==> src/rtl/norm_scaler_if.sv <==
// Valid/ready/data stream bundle carrying pixel beats into and out of norm_scaler.
interface norm_scaler_if #(
    parameter int DATA_W = 10
);
    logic              tvalid;
    logic              tready;
    logic [DATA_W-1:0] tdata;

    modport master (output tvalid, output tdata, input tready);
    modport slave  (input tvalid, input tdata, output tready);
endinterface

==> src/rtl/norm_scaler.sv <==
// Frame-gated pixel normaliser: serial divide for coef, then a 2-stage scale/saturate pipeline.
// Build option NORM_ROUND_EN selects round-half-up instead of truncation after the multiply.
module norm_scaler #(
    parameter int PIXEL_BIT_WIDTH = 10,
    parameter int LANES           = 1,
    parameter int FRAC_BITS       = 16,
    parameter int CNT_WIDTH       = 32
) (
    input  logic                       clk,
    input  logic                       s_axis_resetn,
    input  logic                       ap_start,
    input  logic                       cf_ap_done,
    output logic                       ap_done,
    output logic                       ap_idle,
    output logic                       ap_ready,
    input  logic [PIXEL_BIT_WIDTH-1:0] norm_denominator,
    input  logic [CNT_WIDTH-1:0]       frame_beats,
    norm_scaler_if.slave               s_axis,
    norm_scaler_if.master              m_axis
);
    localparam int P   = PIXEL_BIT_WIDTH;
    localparam int F   = FRAC_BITS;
    localparam int CW  = P + F;
    localparam int DW  = LANES * P;
    localparam int PW  = P + CW;
    localparam int DCW = $clog2(CW);
    localparam logic [P-1:0] PIX_MAX = '1;

    typedef enum logic [2:0] {IDLE, WAIT_UP, DIV, RUN, DONE} state_t;

    state_t          state_q, state_d;
    logic [P-1:0]    denom_q, denom_d;
    logic [CNT_WIDTH-1:0] beats_q, beats_d, inCnt_q, inCnt_d, outCnt_q, outCnt_d;
    logic            cfSeen_q, cfSeen_d;
    logic [DCW-1:0]  divCnt_q, divCnt_d;
    logic [P-1:0]    rem_q, rem_d;
    logic [CW-2:0]   quot_q, quot_d;
    logic [CW-1:0]   coef_q, coef_d;
    logic            s1Valid_q, s1Valid_d, outValid_q, outValid_d;
    logic [DW-1:0]   s1Data_q, s1Data_d, outData_q, outData_d;

    logic            pipeEn, sReady, inAccept, outAccept, lastOut, divLast;
    logic            numBit, remGe;
    logic [P:0]      remShift, remSub;
    logic [DW-1:0]   scaled;

    function automatic logic [P-1:0] scalePix(input logic [P-1:0] pix, input logic [CW-1:0] c);
        logic [PW:0] prod;
        prod = (PW+1)'(pix) * (PW+1)'(c);
`ifdef NORM_ROUND_EN
        prod = prod + ((PW+1)'(1) << (F-1));
`endif
        prod = prod >> F;
        return (prod > (PW+1)'(PIX_MAX)) ? PIX_MAX : prod[P-1:0];
    endfunction

    assign pipeEn    = !outValid_q || m_axis.tready;
    assign sReady    = (state_q == RUN) && pipeEn && (inCnt_q < beats_q);
    assign inAccept  = s_axis.tvalid && sReady;
    assign outAccept = outValid_q && m_axis.tready;
    assign lastOut   = outAccept && ((outCnt_q + CNT_WIDTH'(1)) == beats_q);
    assign divLast   = (divCnt_q == DCW'(CW - 1));

    always_ff @(posedge clk or negedge s_axis_resetn) begin
        if (!s_axis_resetn) state_q <= IDLE;
        else                state_q <= state_d;
    end

    always_comb begin
        state_d = state_q;
        case (state_q)
            IDLE:    if (ap_start) state_d = WAIT_UP;
            WAIT_UP: if (cfSeen_q) state_d = DIV;
            DIV:     if (divLast) state_d = RUN;
            RUN:     if ((beats_q == '0) || lastOut) state_d = DONE;
            DONE:    state_d = IDLE;
            default: state_d = IDLE;
        endcase
    end

    always_comb begin
        ap_done       = (state_q == DONE);
        ap_idle       = (state_q == IDLE);
        ap_ready      = (state_q == IDLE);
        s_axis.tready = sReady;
        m_axis.tvalid = outValid_q;
        m_axis.tdata  = outData_q;
    end

    // Numerator (2^P-1)<<F is P ones then F zeros, so its bits fall out of the divide counter.
    always_comb begin
        numBit   = (divCnt_q < DCW'(P));
        remShift = {rem_q, numBit};
        remGe    = (remShift >= {1'b0, denom_q});
        remSub   = remShift - {1'b0, denom_q};
        scaled   = '0;
        for (int i = 0; i < LANES; i++) begin
            scaled[i*P +: P] = scalePix(s1Data_q[i*P +: P], coef_q);
        end

        denom_d    = denom_q;
        beats_d    = beats_q;
        inCnt_d    = inCnt_q;
        outCnt_d   = outCnt_q;
        cfSeen_d   = cfSeen_q;
        divCnt_d   = divCnt_q;
        rem_d      = rem_q;
        quot_d     = quot_q;
        coef_d     = coef_q;
        s1Valid_d  = 1'b0;
        s1Data_d   = s1Data_q;
        outValid_d = 1'b0;
        outData_d  = outData_q;

        if (state_q == IDLE) begin
            if (ap_start) begin
                denom_d  = norm_denominator;
                beats_d  = frame_beats;
                cfSeen_d = cf_ap_done;
                inCnt_d  = '0;
                outCnt_d = '0;
            end
        end else begin
            cfSeen_d = cfSeen_q | cf_ap_done;
        end

        case (state_q)
            WAIT_UP: begin
                divCnt_d = '0;
                rem_d    = '0;
                quot_d   = '0;
            end
            DIV: begin
                divCnt_d = divCnt_q + DCW'(1);
                rem_d    = remGe ? remSub[P-1:0] : remShift[P-1:0];
                quot_d   = {quot_q[CW-3:0], remGe};
                if (divLast) coef_d = (denom_q == '0) ? '1 : {quot_q, remGe};
            end
            RUN: begin
                s1Valid_d  = s1Valid_q;
                outValid_d = outValid_q;
                if (pipeEn) begin
                    s1Valid_d  = inAccept;
                    s1Data_d   = s_axis.tdata;
                    outValid_d = s1Valid_q;
                    outData_d  = scaled;
                end
                if (inAccept)  inCnt_d  = inCnt_q + CNT_WIDTH'(1);
                if (outAccept) outCnt_d = outCnt_q + CNT_WIDTH'(1);
                if (lastOut) begin
                    s1Valid_d  = 1'b0;
                    outValid_d = 1'b0;
                end
            end
            default: ;
        endcase
    end

    always_ff @(posedge clk or negedge s_axis_resetn) begin
        if (!s_axis_resetn) begin
            denom_q    <= '0;
            beats_q    <= '0;
            inCnt_q    <= '0;
            outCnt_q   <= '0;
            cfSeen_q   <= 1'b0;
            divCnt_q   <= '0;
            rem_q      <= '0;
            quot_q     <= '0;
            coef_q     <= '0;
            s1Valid_q  <= 1'b0;
            s1Data_q   <= '0;
            outValid_q <= 1'b0;
            outData_q  <= '0;
        end else begin
            denom_q    <= denom_d;
            beats_q    <= beats_d;
            inCnt_q    <= inCnt_d;
            outCnt_q   <= outCnt_d;
            cfSeen_q   <= cfSeen_d;
            divCnt_q   <= divCnt_d;
            rem_q      <= rem_d;
            quot_q     <= quot_d;
            coef_q     <= coef_d;
            s1Valid_q  <= s1Valid_d;
            s1Data_q   <= s1Data_d;
            outValid_q <= outValid_d;
            outData_q  <= outData_d;
        end
    end
endmodule

==> src/flat_wrapper.sv <==
// flat-port wrapper written by rule: the top's interface ports become plain ports
module norm_scaler_flat 
#(
    parameter int PIXEL_BIT_WIDTH = 10,
    parameter int LANES           = 1,
    parameter int FRAC_BITS       = 16,
    parameter int CNT_WIDTH       = 32
)
  (clk, s_axis_resetn, ap_start, cf_ap_done, ap_done, ap_idle, ap_ready, norm_denominator, frame_beats, s_axis_tvalid, s_axis_tdata, s_axis_tready, m_axis_tvalid, m_axis_tdata, m_axis_tready);
  norm_scaler_if #(.DATA_W((LANES * (10)))) s_axis_i ();
  norm_scaler_if #(.DATA_W((LANES * (10)))) m_axis_i ();
  input  logic clk;
  input  logic s_axis_resetn;
  input  logic ap_start;
  input  logic cf_ap_done;
  output logic ap_done;
  output logic ap_idle;
  output logic ap_ready;
  input  logic [PIXEL_BIT_WIDTH-1:0] norm_denominator;
  input  logic [CNT_WIDTH-1:0] frame_beats;
  input wire logic [$bits(s_axis_i.tvalid)-1:0] s_axis_tvalid;
  input wire logic [$bits(s_axis_i.tdata)-1:0] s_axis_tdata;
  output wire logic [$bits(s_axis_i.tready)-1:0] s_axis_tready;
  output wire logic [$bits(m_axis_i.tvalid)-1:0] m_axis_tvalid;
  output wire logic [$bits(m_axis_i.tdata)-1:0] m_axis_tdata;
  input wire logic [$bits(m_axis_i.tready)-1:0] m_axis_tready;
  assign s_axis_i.tvalid = s_axis_tvalid;
  assign s_axis_i.tdata = s_axis_tdata;
  assign s_axis_tready = s_axis_i.tready;
  assign m_axis_tvalid = m_axis_i.tvalid;
  assign m_axis_tdata = m_axis_i.tdata;
  assign m_axis_i.tready = m_axis_tready;
  norm_scaler #(.PIXEL_BIT_WIDTH(PIXEL_BIT_WIDTH), .LANES(LANES), .FRAC_BITS(FRAC_BITS), .CNT_WIDTH(CNT_WIDTH)) u_core (.clk(clk), .s_axis_resetn(s_axis_resetn), .ap_start(ap_start), .cf_ap_done(cf_ap_done), .ap_done(ap_done), .ap_idle(ap_idle), .ap_ready(ap_ready), .norm_denominator(norm_denominator), .frame_beats(frame_beats), .s_axis(s_axis_i), .m_axis(m_axis_i));
endmodule
==> config.mk <==
export PLATFORM = sky130hd
export DESIGN_NAME = norm_scaler_flat
export DESIGN_NICKNAME = d
export VERILOG_FILES = /design/src/rtl/norm_scaler_if.sv /design/src/rtl/norm_scaler.sv /design/src/flat_wrapper.sv
export SDC_FILE = /design/constraint.sdc
export NUM_CORES = 1
export LEC_CHECK = 0
export ABC_CLOCK_PERIOD_IN_PS = 6950
export BUFFER_PORTS_ARGS = -buffer_cell sky130_fd_sc_hd__buf_4
export CAP_MARGIN = 20
export CELL_PAD_IN_SITES_DETAIL_PLACEMENT = 0
export CELL_PAD_IN_SITES_GLOBAL_PLACEMENT = 1
export CORE_MARGIN = 10
export CORE_UTILIZATION = 50
export DETAILED_ROUTE_END_ITERATION = 12
export GPL_TIMING_DRIVEN = 0
export PLACE_DENSITY = 0.8
export SYNTH_ARGS = -nofsm -noshare
export SYNTH_HDL_FRONTEND = slang
export SYNTH_SLANG_ARGS = --single-unit
==> constraint.sdc <==
create_clock -name clk -period 6.95 [get_ports clk]
set_input_delay 0.3475 -clock clk [delete_from_list [all_inputs] [get_ports clk]]
set_output_delay 0.3475 -clock clk [all_outputs]
set_load 0.01 [all_outputs]
## After elaboration in Yosys (flattened, before gate mapping)

Index checks and enable logic that the tools add are counted.
W data, S select, Z words.

| storage, ports and cells | value |
|---|---|
| flip-flop bits (word level) | 198 |
| input port bits | 58 |
| output and inout bits | 15 |

| cells by class | value |
|---|---|
| $add $sub $neg | 4 |
| multipliers | 1 |
| magnitude comparators | 4 |
| eq/ne operators | 11 |
| muxes and demuxes | 27 |
| bitwise gates (word level) | 1 |
| reduce and logical (&&, ||, !) cells | 16 |

Operator list:

| operator | number |
|---|---|
| $mux W32 | 8 |
| $add A32 B1 Y32 const B | 2 |
| $pmux W25 S2 | 1 |
| $mul A10 B26 Y36 | 1 |
| $eq A32 B32 Y1 | 1 |
| $logic_not A32 Y1 | 1 |
| $lt A32 B32 Y1 | 1 |
| $mux W26 | 1 |
| $gt A20 B10 Y1 const B | 1 |
| $mux W10 | 2 |
| $pmux W10 S2 | 1 |
| $mux W3 | 4 |
| $pmux W3 S4 | 1 |
| $ge A11 B10 Y1 | 1 |
| $logic_not A10 Y1 | 1 |
| $pmux W5 S2 | 1 |
| $sub A10 B10 Y10 | 1 |
| $mux W1 | 8 |
| $eq A3 B2 Y1 const B | 2 |
| $reduce_and A2 Y1 | 3 |
| $add A5 B1 Y5 const B | 1 |
| $eq A5 B5 Y1 const B | 1 |
| $logic_and A1 B1 Y1 | 5 |
| $lt A5 B4 Y1 const B | 1 |
| other kinds (11) | 14 |

## Longest topological paths before layout

Gate-level depths: netlist of run 1.

| logic depth | value |
|---|---|
| depth after elaboration | 8 |
| gate-level depth with buffers | 24 |
| mapped depth without buffers | 21 |

## Worst setup path before layout of run 1

Ideal clock, no wire load.

| timing path | value |
|---|---|
| path kind | flip-flop to flip-flop |
| start | reg u_core.s1Data_q[3] |
| end | reg u_core.outData_q[8] (netlist: u_core.m_axis.tdata[8]) |
| setup time | 0.139 ns |
| arrival | 5.993 ns |
| path slack | 0.817 ns |
| cell stages (with the launch flop) | 25 |
| path buffers | 3 |
| period minus slack after synthesis | 6.133 ns |
| cells stage by stage | dfrtp_1 -> clkbuf_1 -> clkbuf_1 -> nand2_1 -> fa_1 -> inv_1 -> fa_1 -> inv_1 -> fa_1 -> inv_1 -> fa_1 -> inv_1 -> fa_1 -> inv_1 -> ha_1 -> clkbuf_1 -> a21o_1 -> a21o_1 -> a211oi_2 -> nand3_1 -> o21a_1 -> xnor2_1 -> o311ai_0 -> nor4_4 -> a21oi_1 |

| between the ends | value |
|---|---|
| cells in the longest elaborated chain, start to end | 3 |

Ends and longest elaborated chain:

| item | line | RTL |
|---|---|---|
| start, declared | norm_scaler.sv:40 | `logic [DW-1:0] s1Data_q, s1Data_d, outData_q, outData_d;` |
| start signal, assigned | norm_scaler.sv:185 | `s1Data_q <= s1Data_d;` |
| $mul A10 B26 Y36 * | norm_scaler.sv:49 | `prod = (PW+1)'(pix) * (PW+1)'(c);` |
| $gt A20 B10 Y1 | norm_scaler.sv:54 | `return (prod > (PW+1)'(PIX_MAX)) ? PIX_MAX : prod[P-1:0];` |
| $mux W10 * | norm_scaler.sv:54 |  |
| end signal, assigned | norm_scaler.sv:187 | `outData_q <= outData_d;` |
| end, declared | norm_scaler.sv:40 |  |

Every way passes the cells marked *; elsewhere a longest branch is shown, timed or not.
A chain may end at the register's enable or synchronous reset.

## Worst setup path after layout of run 1

| timing path | value |
|---|---|
| start | reg u_core.coef_q[10] |
| end | reg u_core.outData_q[8] (netlist: u_core.m_axis.tdata[8]) |

| between the ends | value |
|---|---|
| cells in the longest elaborated chain, start to end | 3 |

Ends and longest elaborated chain:

| item | line | RTL |
|---|---|---|
| start, declared | norm_scaler.sv:38 | `logic [CW-1:0] coef_q, coef_d;` |
| start signal, assigned | norm_scaler.sv:183 | `coef_q <= coef_d;` |
| $mul A10 B26 Y36 * | norm_scaler.sv:49 |  |
| $gt A20 B10 Y1 | norm_scaler.sv:54 |  |
| $mux W10 * | norm_scaler.sv:54 |  |

Marked as above.

==> qor.csv, run 1 <==
metric,value,unit
yosys-mux-area-fraction,1.45,%
layout_setup_ws,0.344,ns
routabilityCongestion,0.911,
fillCellCount,3508,
ys_ff_latch,198,
synth_edf_count,0,
hold_start,norm_denominator[2],
slew_violations,0,
n_antenna_cell,0,
regArea,4960,um^2
synthesis.instances,2100,
min_path_type,in -> reg,
drtIter0Drc,1164,
die-area,46000,um^2
cp_cell_sequence,buf_1 > nand2_1 > fa_1 > inv_1 > fa_1 > fa_1 > fa_1 > inv_1 > fa_1 > inv_1 > ha_1 > a21oi_1 > nor2b_1 > o31ai_1 > nand3_1 > o21a_1 > a311oi_1 > o221ai_1 > nor4_4 > buf_4 > a21oi_1,
path_common_cell,fa_1,
seq_area_frac_synth,26.2,%
crit_start,u_core.coef_q[10],
final_cell_mix,"nand2_1, inv_1, fa_1, dfrtp_1, and2_1",
synthAdderAreaFrac,27.6,%
synth-compound-area-share,14.8,%
chipHeight,215,um
setup_viol,0,
syn_nets,2462,
r2r_start,u_core.coef_q[10],
cp.required,7.29,ns
core_area,37500,um^2
vias,15500,
clock-root-buffer,clkbuf_16,
status,completed,
peakVddDrop,0.000178,V
slowest_stage,o31ai_1,
antenna_left,0,
final_nets,2549,
cts.sinks,198,
ys.flop_type,dfrtp_1,
power_density,128,nW/um^2
portBuffers,72,
grt-ovfl-total,0,
critPathMaxStageDelay,0.58,ns
grt_max_degree,123,
numCtsBuffers,17,
synth_area_per_cell,9.02,um^2
die_w,215,um
vias_per_cell,5.72,
skew,0.0169,ns
cap_violations,0,
syn_area,18900,um^2
wl_per_cell,19.6,um
tritoncts,done,
finalCritPeriodShare,95.1,%
grt_pass1_wl,86200,um
ios,73,
rsz0062_at_grt,no,
drive_gt1_share,8.64,%
fin_crit,6.61,ns
cts_max_path_buffers,2,
grt_pass1_vias,15800,
worstMarginPinSlew,0.878,ns
first_pass_iters,5,
yosys.area_share.simple,19.9,%
post-dp-hpwl,41300,um
path_max_fanout,10,
relSlewSlack,41.2,%
multi_input_area,12600,um^2
postSynth.asyncResetShare,100,%
worst-setup-path-type,reg -> reg,
final_common_cell,nand2_1,
finalSetupTns,0,ns
start_util,50.5,%
areaGrowthSynthToFinish,10.1,%
clkTransAtPathRegs,0.08,ns
drt-total-wl,53200,um
rows,71,
track_usage,23.3,%
hold_viol_final,0,
dp_worst_setup_slack,-0.495,ns
p_total,2.66,mW
fin_util,55.6,%
setup.worst_path.end_class,flop,
synth_cell_types,75,
hold_ws,0.0811,ns
clock_latency,0.47,ns
max_freq,151,MHz
cp-start-kind,flop,
p_leak,10.2,nW
arrival,6.95,ns
drc,0,
ys_warn_count,0,
antenna_found_initial,0,
regToRegSetupSlack,0.34,ns
htreeDepth,4,
synth_top_family_by_area,adder cells,
synthXorXnorAreaFrac,2.87,%
## per-layer routing
metal | vias up | share of wire [%] | GRT usage (%)
met4 | 0 | 2.8 | 7.37
li1 | 7288 | - | -
met5 | - | 0 | 0
met2 | 445 | 48 | 39.0
met3 | 85 | 5.1 | 4.12
met1 | 7677 | 44 | 30.1
## power by group
part	switching (mW)	internal, mW
sequential	0.0617	1.19
combinational	0.224	0.126
clock	0.523	0.533
## critical path: cells and delay by family (launching register included)
family	cells	cell delay [ns]
AO/OA/AOI/OAI	6	1.52
adder cells (fa/ha/maj)	6	2.96
buffers and inverters	5	0.84
flip-flops	1	0.36
AND/OR/NAND/NOR	4	0.81
## registers in the layout (all words and copies together), names as in the netlist, 25 cells and up
name / flops
u_core.beats_q: 32
u_core.quot_q: 25
u_core.coef_q: 26
u_core.inCnt_q: 32
u_core.outCnt_q: 32
## final cells by class
class,count,share of cell area (%)
buffer,107,2.27
clock buffer,19,2.17
clock inverter,13,0.775
inverter,235,4.23
multi-input combinational,1548,60.6
sequential,198,23.8
tap,511,3.07
timing repair buffer,80,3.09
## per-stage QoR
step                instance area (um^2)  instances
floorplan                          18900       2100
global placement                   20100       2683
detailed placement                 20200       2685
CTS                                20800       2717
global route                       20800       2711
finish                             20800       2711
## cell usage after synthesis, drive strengths merged (11+ instances only)
cell | n | area share (%)
a21o | 20 | 0.79
a21oi | 73 | 1.9
a221o | 24 | 1.3
a22o | 30 | 1.4
a31oi | 12 | 0.43
and2 | 145 | 4.8
buf | 29 | 0.81
clkbuf | 90 | 1.8
dfrtp | 198 | 26
fa | 190 | 20
ha | 114 | 7.5
inv | 235 | 4.7
mux2 | 11 | 0.65
mux2i | 15 | 0.79
nand2 | 286 | 5.7
nand3 | 41 | 1.1
nand4 | 42 | 1.5
nor2 | 94 | 1.9
nor2b | 13 | 0.43
nor3 | 32 | 0.93
nor4 | 24 | 0.95
o21a | 15 | 0.59
o21ai | 124 | 3.3
o22a | 27 | 1.2
o31ai | 17 | 0.67
or3 | 11 | 0.36
xnor2 | 33 | 1.5
xor2 | 29 | 1.3
## what timing repair did
action / CTS / global route
pin swaps: 1 / 0
buffers inserted: 1 / 4
resized for setup: 9 / 37
hold buffers: 1 / 0
endpoints found under the setup margin: 10 / 10
hold endpoints to repair: 76 / 0
## cell families after synthesis
group / count (synthesis)
mux: 26
simple gates: 743
flops: 198
compound gates: 413
buf+inv: 354
fa+ha+maj: 304
xor+xnor: 62
## worst paths after layout
kind / to / cells past startpoint
worst max register to register: u_core.m_axis.tdata[8] / 21
worst min register to register: u_core.coef_q[9] / 1
worst min-delay path: u_core.denom_q[2] / 3
worst max-delay path: u_core.m_axis.tdata[8] / 21
max in group asynchronous: u_core.outCnt_q[22] / 3
min in group asynchronous: u_core.s1Data_q[0] / 2
Note: power is estimated with default switching activity, not from simulation.
==> run 2, diff against run 1 <==
--- a/config.mk
+++ b/config.mk
@@ -14,7 +14,7 @@
 export CORE_UTILIZATION = 50
 export DETAILED_ROUTE_END_ITERATION = 12
 export GPL_TIMING_DRIVEN = 0
-export PLACE_DENSITY = 0.8
+export PLACE_DENSITY = 0.79
 export SYNTH_ARGS = -nofsm -noshare
 export SYNTH_HDL_FRONTEND = slang
 export SYNTH_SLANG_ARGS = --single-unit
==> qor.csv, run 2 (same netlist as run 1, synthesis figures left out) <==
metric,value,unit,change
cts.sinks,198,,unchanged
final_common_cell,nand2_1,,
setup.worst_path.end_class,flop,,
drtIter0Drc,1238,,+6.4%
swShare,31.1,%,+0.74 points
die_w,215,um,unchanged
cp.required,7.35,ns,+0.06 ns
fillCellCount,3517,,+0.26%
areaGrowthSynthToFinish,9.70,%,
drive_gt1_share,8.55,%,-0.091 points
crit_start,u_core.s1Data_q[5],,
path_max_fanout,10,,unchanged
routabilityCongestion,0.901,,-1.1%
tritoncts,done,,
vias,15600,,+0.88%
r2r_cells,20,,-4.8%
cts_max_path_buffers,2,,unchanged
p_leak,10.2,nW,-0.25%
reg_top3,"u_core.beats_q x32, u_core.inCnt_q x32, u_core.outCnt_q x32",,
worst-setup-path-type,reg -> reg,,
chipHeight,215,um,unchanged
final_cells,2711,,unchanged
final_cell_mix,"nand2_1, inv_1, dfrtp_1, fa_1, and2_1",,
dp_cells,2684,,-0.037%
cap_violations,0,,unchanged
finalCritPeriodShare,95.8,%,+0.72 points
grt-ovfl-total,0,,unchanged
grt_max_degree,114,,-7.3%
status,completed,,
regToRegSetupSlack,0.29,ns,-0.05 ns
pwr-share-comb,13.2,%,about the same
peakVddDrop,0.000164,V,-8.1%
relSlewSlack,35.5,%,-5.8 points
die-area,46000,um^2,unchanged
start_util,50.5,%,unchanged
cp-start-kind,flop,,
p_int,1.80,mW,-2.8%
hold_ws,0.0831,ns,+0.00199 ns
antenna_found_initial,0,,unchanged
numCtsBuffers,17,,unchanged
grt_pass1_wl,86600,um,+0.42%
grt_pass1_vias,16100,,+1.7%
rsz0062_at_grt,no,,
rows,71,,unchanged
power_frac_clock,38.6,%,-1.1 points
fin_crit,6.66,ns,+0.0501 ns
ios,73,,unchanged
hold_viol_final,0,,unchanged
min_path_type,in -> reg,,
final_nets,2549,,unchanged
vias_per_cell,5.77,,+0.88%
power_density,126,nW/um^2,-1.4%
core_area,37500,um^2,unchanged
portBuffers,72,,unchanged
clock-root-buffer,clkbuf_16,,
r2r-end,u_core.m_axis.tdata[8],,
first_pass_iters,6,,+1
antenna_left,0,,unchanged
drc,0,,unchanged
worstMarginPinSlew,0.957,ns,+0.0791 ns
slew_violations,0,,unchanged
arrival,7.05,ns,+0.10 ns
post-dp-hpwl,41300,um,+0.19%
track_usage,23.4,%,+0.087 points
wl_per_cell,19.8,um,+0.69%
max_freq,150,MHz,-0.75%
clock_latency,0.47,ns,about the same
n_antenna_cell,0,,unchanged
setup_viol,0,,unchanged
r2r_start,u_core.s1Data_q[5],,
switching_power,814,uW,+0.65%
htreeDepth,4,,unchanged
endpoint,u_core.m_axis.tdata[8],,
skew,0.0171,ns,+0.000215 ns
drt-total-wl,53600,um,+0.69%
seqPwrFrac,48.2,%,+1.0 points
clkTransAtPathRegs,0.09,ns,about the same
p_total,2.61,mW,-1.8%
## run 2: layer usage
layer | wire [um] | track usage [%]
met5 | 0 | 0
met4 | 1570 | 8.46
met3 | 2790 | 3.31
met2 | 26400 | 40.0
met1 | 22800 | 29.6
## run 2: area by class of cell
type	count	area [um^2]	share of cell area [%]
clock inverters	14	129	0.621
inverters	235	882	4.25
plain buffers	109	478	2.30
well taps	511	639	3.08
flip-flops and latches	198	4960	23.9
multi-input cells	1548	12600	60.8
repair buffers	78	616	2.96
clock buffers	18	439	2.11
## run 2: what timing repair did
item	CTS	global route
hold endpoints to repair	85	0
endpoints found under the setup margin	10	10
pin swaps	1	0
gates resized for setup	9	35
hold buffers	1	0
cloned	0	0
setup buffers	1	3
## run 2: worst min-delay path by stage
stage | start | end | slack [ns] | depth (start not counted)
6_report | frame_beats[29] | u_core.beats_q[29] | 0.08 | 3
5_1_grt | frame_beats[29] | u_core.beats_q[29] | 0.08 | 3
4_1_cts | norm_denominator[2] | u_core.denom_q[2] | 0.06 | 3
3_5_place_dp | s_axis_resetn | u_core.s1Data_q[9] | 0.41 | 1
3_3_place_gp | u_core.quot_q[24] | u_core.coef_q[25] | 0.48 | 1
2_1_floorplan | s_axis_resetn | u_core.beats_q[0] | 0.05 | 0
## run 2: through the flow
step	util, %	area, um^2	setup slack (ns)	setup TNS (ns)
detailed placement	53.8	20200	-0.575	-5.61
floorplan	-	18900	0.817	0
global route	55.4	20800	0.00295	0
global placement	53.6	20100	-0.501	-4.87
CTS	55.4	20700	0.0288	0
finish	55.4	20800	0.294	0
## run 2: worst max-delay path, stage by stage, from the launching register on
cell	delay (ns)
dfrtp_1	0.61
buf_2	0.35
and2_1	0.20
fa_1	0.44
fa_1	0.48
fa_1	0.53
fa_1	0.55
inv_1	0.06
fa_1	0.52
inv_1	0.04
ha_1	0.33
a21oi_1	0.24
nand2_1	0.08
a211o_1	0.29
a21oi_1	0.46
o21ai_0	0.35
mux2i_1	0.20
o311ai_1	0.46
nor4_4	0.05
buf_4	0.20
a21oi_1	0.14
## run 2: power groups by stage
stage | clock (mW) | combinational [mW] | sequential, mW
final | 1.01 | 0.346 | 1.26
after global routing | 1.07 | 0.380 | 1.27
after CTS | 1.03 | 0.345 | 1.25
after detailed placement | 0 | 0.346 | 1.27
after global placement | 0 | 0.337 | 1.27
after floorplan | 0 | 0.188 | 1.25
